==> config.mk <==
export PLATFORM = sky130hd
export DESIGN_NAME = pc_tx_arbiter
export DESIGN_NICKNAME = d
export VERILOG_FILES = /design/src/rtl/pc_tx_arbiter.sv
export SDC_FILE = /design/constraint.sdc
export NUM_CORES = 1
export LEC_CHECK = 0
export ABC_AREA = 1
export BUFFER_PORTS_ARGS = -buffer_cell sky130_fd_sc_hd__buf_2
export CELL_PAD_IN_SITES_DETAIL_PLACEMENT = 0
export CELL_PAD_IN_SITES_GLOBAL_PLACEMENT = 1
export CORE_MARGIN = 2
export CORE_UTILIZATION = 24
export CTS_CLUSTER_SIZE = 28
export DETAILED_ROUTE_END_ITERATION = 8
export MAX_ROUTING_LAYER = met4
export PLACE_DENSITY = 0.85
export RECOVER_POWER = 25
export SYNTH_ARGS = -nofsm -noshare
export SYNTH_HDL_FRONTEND = slang
export SYNTH_SLANG_ARGS = --single-unit
==> constraint.sdc <==
create_clock -name i_clock -period 1.37 [get_ports i_clock]
set_input_delay 0.2055 -clock i_clock [delete_from_list [all_inputs] [get_ports i_clock]]
set_output_delay 0.2055 -clock i_clock [all_outputs]
set_load 0.005 [all_outputs]
==> src/rtl/pc_tx_arbiter.sv <==
// Two-requester round-robin arbiter framing messages into the PC_TX write port.
// Each message gets a header word; a mid-message stall beyond TIMEOUT_CYCLES is closed with an abort word.
module pc_tx_arbiter #(
  parameter int unsigned TIMEOUT_CYCLES = 1024,
  parameter logic [23:0] HDR_TAG        = 24'hA5A55A
) (
  input  logic        i_clock,
  input  logic        i_reset_n,
  input  logic [31:0] i_req0_data,
  input  logic        i_req0_valid,
  input  logic        i_req0_last,
  output logic        o_req0_ready,
  input  logic [31:0] i_req1_data,
  input  logic        i_req1_valid,
  input  logic        i_req1_last,
  output logic        o_req1_ready,
  output logic [31:0] o_fifo_write_word_data,
  output logic        o_fifo_write_word_cmd,
  input  logic        i_fifo_full,
  output logic [1:0]  o_grant,
  output logic        o_abort
);

  typedef enum logic [1:0] {IDLE, HEADER, STREAM, ABORT} state_t;

  localparam logic [15:0] STALL_MAX = 16'(TIMEOUT_CYCLES - 1);

  state_t      state_q, state_d;
  logic [1:0]  grant_q, grant_d;
  logic        last_src_q, last_src_d;
  logic [15:0] stall_q, stall_d;

  logic        src;
  logic        g_valid;
  logic        g_last;
  logic [31:0] g_data;

  assign src     = grant_q[1];
  assign o_grant = grant_q;

  always_comb begin
    g_valid = src ? i_req1_valid : i_req0_valid;
    g_last  = src ? i_req1_last  : i_req0_last;
    g_data  = src ? i_req1_data  : i_req0_data;
  end

  always_ff @(posedge i_clock) begin
    if (!i_reset_n) begin
      state_q    <= IDLE;
      grant_q    <= '0;
      last_src_q <= 1'b1;
      stall_q    <= '0;
    end else begin
      state_q    <= state_d;
      grant_q    <= grant_d;
      last_src_q <= last_src_d;
      stall_q    <= stall_d;
    end
  end

  // Stall counter defaults to clear; only a continuing STREAM cycle keeps or advances it.
  always_comb begin
    state_d    = state_q;
    grant_d    = grant_q;
    last_src_d = last_src_q;
    stall_d    = '0;
    case (state_q)
      IDLE: begin
        if (i_req0_valid || i_req1_valid) begin
          state_d = HEADER;
          if (i_req0_valid && i_req1_valid)
            grant_d = last_src_q ? 2'b01 : 2'b10;
          else
            grant_d = i_req0_valid ? 2'b01 : 2'b10;
        end
      end
      HEADER: begin
        if (!i_fifo_full) state_d = STREAM;
      end
      STREAM: begin
        if (i_fifo_full) begin
          stall_d = stall_q;
        end else if (g_valid) begin
          if (g_last) begin
            state_d    = IDLE;
            grant_d    = '0;
            last_src_d = src;
          end
        end else if (stall_q == STALL_MAX) begin
          state_d = ABORT;
        end else begin
          stall_d = stall_q + 16'd1;
        end
      end
      ABORT: begin
        if (!i_fifo_full) begin
          state_d    = IDLE;
          grant_d    = '0;
          last_src_d = src;
        end
      end
      default: state_d = IDLE;
    endcase
  end

  always_comb begin
    o_req0_ready           = 1'b0;
    o_req1_ready           = 1'b0;
    o_fifo_write_word_cmd  = 1'b0;
    o_fifo_write_word_data = '0;
    o_abort                = 1'b0;
    case (state_q)
      HEADER: begin
        o_fifo_write_word_cmd  = !i_fifo_full;
        o_fifo_write_word_data = {HDR_TAG, 7'b0, src};
      end
      STREAM: begin
        o_req0_ready           = grant_q[0] && !i_fifo_full;
        o_req1_ready           = grant_q[1] && !i_fifo_full;
        o_fifo_write_word_cmd  = g_valid && !i_fifo_full;
        o_fifo_write_word_data = g_data;
      end
      ABORT: begin
        o_fifo_write_word_cmd  = !i_fifo_full;
        o_fifo_write_word_data = {HDR_TAG, 7'h7F, 1'b1};
        o_abort                = !i_fifo_full;
      end
      default: ;
    endcase
  end

endmodule

Word level (Yosys, flattened, before mapping). Index checks and enable logic that the tools add are counted.

Bits in registers: 21.

Multiplexer cells: 30. Eq/ne operators: 12. Reduce and logical (&&, ||, !) cells: 14. Add/subtract/negate cells: 1.

Operators by type and width (count): $pmux 32 s3 (1); $mux 16 (2); $mux 32 (1); $mux 2 (13); $add 16x1->16 const B (1); $eq 16x10->1 const B (1); $ne 2x2->1 const B (6); $reduce_and 6->1 (2); $mux 1 (9); $pmux 2 s4 (1); $ne 3x3->1 const B (2); $pmux 2 s3 (1); $reduce_and 5->1 (1); $eq 2x2->1 const B (2); $logic_and 1x1->1 (4); $pmux 1 s2 (2); $reduce_bool 3->1 (1); $eq 2x1->1 const B (1); $logic_not 2->1 (1); $reduce_and 2->1 (1); $reduce_bool 2->1 (1); $reduce_or 2->1 (1); $logic_not 1->1 (1); $logic_or 1x1->1 (1).

Logic depth before layout (Yosys ltp).
Depth in word-level cells: 5. Mapped depth: 11. Gate-level depth less buffers: 11.

Least setup slack after synthesis. Ideal clock, no wire load.

Kind: reg2reg. From: register stall_q[0]. To: register stall_q[10]. Data required time: 1255 ps. Arrival time: 1236 ps. Cell stages (with the launch flop): 10. Buffers on the path: 1. Library setup time: 115 ps. Slack: 19 ps. Period minus slack after synthesis: 1351 ps. Path through: dfxtp_1 -> ha_1 -> nand3_1 -> nor2_2 -> nand2_2 -> nand2_2 -> nand2_1 -> nand2_2 -> buf_6 -> nor2_1.

Longest elaborated chain between the ends: 3. Elaborated cells between the ends (all ways): 4. Those cells by class: add/sub: 1; eq/ne: 1; mux: 2.

Ends and longest elaborated chain: from (decl) (RTL line 31) `logic [15:0] stall_q, stall_d;`; from (signal assigned) (RTL line 57) `stall_q <= stall_d;`; $add 16x1->16 or $eq 16x10->1 (tied branches) (RTL line 92, 89); $mux 16 (*) (RTL line 89) `end else if (stall_q == STALL_MAX) begin`; $mux 16 (*) (RTL line 83) `end else if (g_valid) begin`.

Every way passes the cells marked *; elsewhere a longest branch is shown, timed or not. A chain may end at the register's enable or synchronous reset.

Final worst setup path.
From: register grant_q[1], in the netlist o_grant[1]. To: output o_fifo_write_word_cmd.

Longest elaborated chain between the ends: 3.

Ends and longest elaborated chain: from (decl) (RTL line 29) `logic [1:0] grant_q, grant_d;`; from (signal assigned) (RTL line 55) `grant_q <= grant_d;`; $mux 1 (RTL line 42) `g_valid = src ? i_req1_valid : i_req0_valid;`; $logic_and 1x1->1 (RTL line 120) `o_fifo_write_word_cmd = g_valid && !i_fifo_full;`; $pmux 1 s2 (RTL line 112) `case (state_q)`; to (decl) (RTL line 18) `output logic o_fifo_write_word_cmd,`.

Every way passes these cells.

==> impl_results.md <==
- WS Path Type: flop to output pin
- First-pass GRT wire length: 10.3 mm
- Post-synth cell types: 32
- Post-synthesis sequential area ratio: 0.245
- Slew Limit Fails: 0
- Synth Cell Area: 1720 µm²
- Port Buf Inserts: 108
- Leak pwr: 1.56 nW
- Crit-path slowest cell: dfxtp_2
- CTS Sinks: 21
- # DRC: 0
- Top_reg_cell synth: dfxtp_1
- Worst Skew: 0.00711 ns
- Max_cap viols: 0
- RSZ-0062 raised after global routing: true
- Final Instance Area: 3430 µm²
- Clock Latency Late Sink: 0.27 ns
- Global route overflow: 0
- Type of the worst min-delay path: input port to flop
- Setup WS post-layout: -0.213 ns
- Slew margin rel.: 0.846
- Synthesized net count: 370
- Largest vdd supply drop: 1110 µV
- Deepest clock path buffer count: 2
- # IOs: 109
- Largest net degree at the start of global routing: 20
- CP bufs+invs: 3
- CTS tree: built
- Post-synth EDFFs: 0
- Failing checks: negative setup slack
- Period utilization: 1.16
- Fin crit period: 1.58 ns
- Pre-CTS WS: -0.0244 ns
- Worst Tran Pin Value: 0.229 ns
- Crit-path max cell delay: 0.33 ns
- Endpoints failing setup: 40
- Syn avg cell area: 5.76 µm²
- Post-Syn Instances: 298
- Final-stage net count: 513
- Area growth syn-to-layout: 99.6%
- Detail Placement HPWL: 4.30 mm
- Hold-fix buffers, CTS: 0
- WL final: 6.78 mm
- WL/cell: 12.7 µm
- Tot GR Track Use: 0.170
- Yosys reg bits: 21
- Die width: 88.6 µm
- Vias in the first global route: 2341
- Crit path max fanout: 3
- Async SR Flop Fraction: 0
- Die Ht: 88.6 µm
- Vias per cell: 4.65
- Core Region: 6870 µm²
- Via Count: 2493
- H-tree levels: 1
- Delay-heaviest family, CP: buffers and inverters
- CP endpoint kind: output pin
- Top cells by area, synth: dfxtp_1 24%, nand2_1 18%, nor2_1 10%, o21ai_0 9.0%, a21oi_1 8.7%
- Syn. warnings: 0
- Antenna viol nets, final: 0
- DIE AREA: 7850 µm²
- Top-area cell type share of the netlist area: 0.245
- Setup TNS: -5.54 ns
- Crit-path cells: buf_4 -> buf_6 -> o21ai_4 -> a21oi_2 -> nor2_1 -> buf_2
- Cell area after placement: 2520 µm²
- CP Data Arrival Time: 1.38 ns
- Root buffer cell: clkbuf_8
- First DRT Iteration DRCs: 114
- Final hold violation count: 0
- Row Count: 30
- Status: finished with violations
- Initial antenna violation count: 0
- Clk pin slew, worst setup/hold paths: 0.08 ns
- GPL Wtd Cong: 0.847
- CP startpoint kind: flop
- Pwr Density: 1480 nW/µm²
- Initial core utilization: 0.250
- Fmax: 632 MHz
- Worst EP required: 1.16 ns
- First-pass DRT Iterations: 4
- Top cell type by total area after synthesis: dfxtp_1
- Layout cells sized above 1: 0.623
- TritonCTS buffer count: 3
- Total inserted antenna cells: 0
cells in the mapped netlist (3+ instances only):
master	number
nand2_1	81
nor2_1	48
o21ai_0	31
a21oi_1	30
inv_1	23
dfxtp_1	21
clkbuf_1	10
nand3_1	10
nor3_1	5
nand2_2	4
nor2_2	4
nand4_1	3
nor2_4	3
sequential cells by signal (all words and copies together) (netlist names):
name        count
stall_q        16
o_grant         2
state_q         2
last_src_q      1
final timing paths:
kind,endpoint,from,cells after the start,slack [ns]
max,o_fifo_write_word_cmd,o_grant[1]$_SDFFE_PN0P_,6,-0.21
min,last_src_q$_SDFFE_PN1P_,i_reset_n,2,0.19
max reg2reg,o_grant[1]$_SDFFE_PN0P_,o_grant[1]$_SDFFE_PN0P_,11,-0.10
min reg2reg,o_grant[0]$_SDFFE_PN0P_,o_grant[0]$_SDFFE_PN0P_,2,0.51
repair_timing:
action	4_1_cts	5_1_grt
buffers inserted	10	5
cloned	5	1
pin swaps	19	42
gates resized for setup	100	86
setup endpoints to repair	49	55
area by class of cell:
class                      instances  area [µm²]
fill                             631        3440
multi-input combinational        235        1590
clock inverter                     1        7.51
sequential                        21         430
timing repair buffer             154        1110
inverter                          26         124
clock buffer                       3        41.3
tap                               96         120
metrics by stage:
| step | util | cells | total power [mW] | hold WS, ns |
|---|---|---|---|---|
| after floorplan | - | 298 | 1.98 | 0.291 |
| final | 0.499 | 536 | 5.06 | 0.192 |
| after CTS | 0.444 | 530 | 4.54 | 0.179 |
| after detailed placement | 0.366 | 512 | 2.92 | 0.468 |
| after global placement | 0.366 | 512 | 2.90 | 0.459 |
| after global routing | 0.499 | 536 | 5.39 | 0.191 |
report_power, final:
part | switching [mW] | total [mW] | internal (mW)
combinational | 2.00 | 3.87 | 1.87
sequential | 0.0644 | 0.748 | 0.684
clock | 0.235 | 0.441 | 0.206
metal layers:
metal | GRT usage | up-vias | wire, µm
met5 | - | - | 0
met4 | 0.0468 | 0 | 85
met3 | 0.0205 | 9 | 263
met2 | 0.312 | 76 | 3720
met1 | 0.193 | 1165 | 2720
li1 | - | 1243 | -
cells by family after synthesis:
kind of cell    count (synthesis)  share of synthesized area
simple gates                  162                      0.409
compound gates                 68                      0.211
buf+inv                        43                      0.113
flops                          21                      0.245
xor+xnor                        3                     0.0153
fa+ha+maj                       1                    0.00728
placed cells by master (no fill, tap or decap), drive strengths merged:
master	n
buf	153
nand2	87
nor2	55
o21ai	33
a21oi	30
inv	25
dfxtp	21
nand3	10
nor3	6
nand4	4
clkbuf	4
clkinvlp	2
xor2	2
o22ai	2
a22oi	1
xnor2	1
a21boi	1
o211ai	1
or2	1
ha	1
Note: power is estimated with default switching activity, not from simulation.
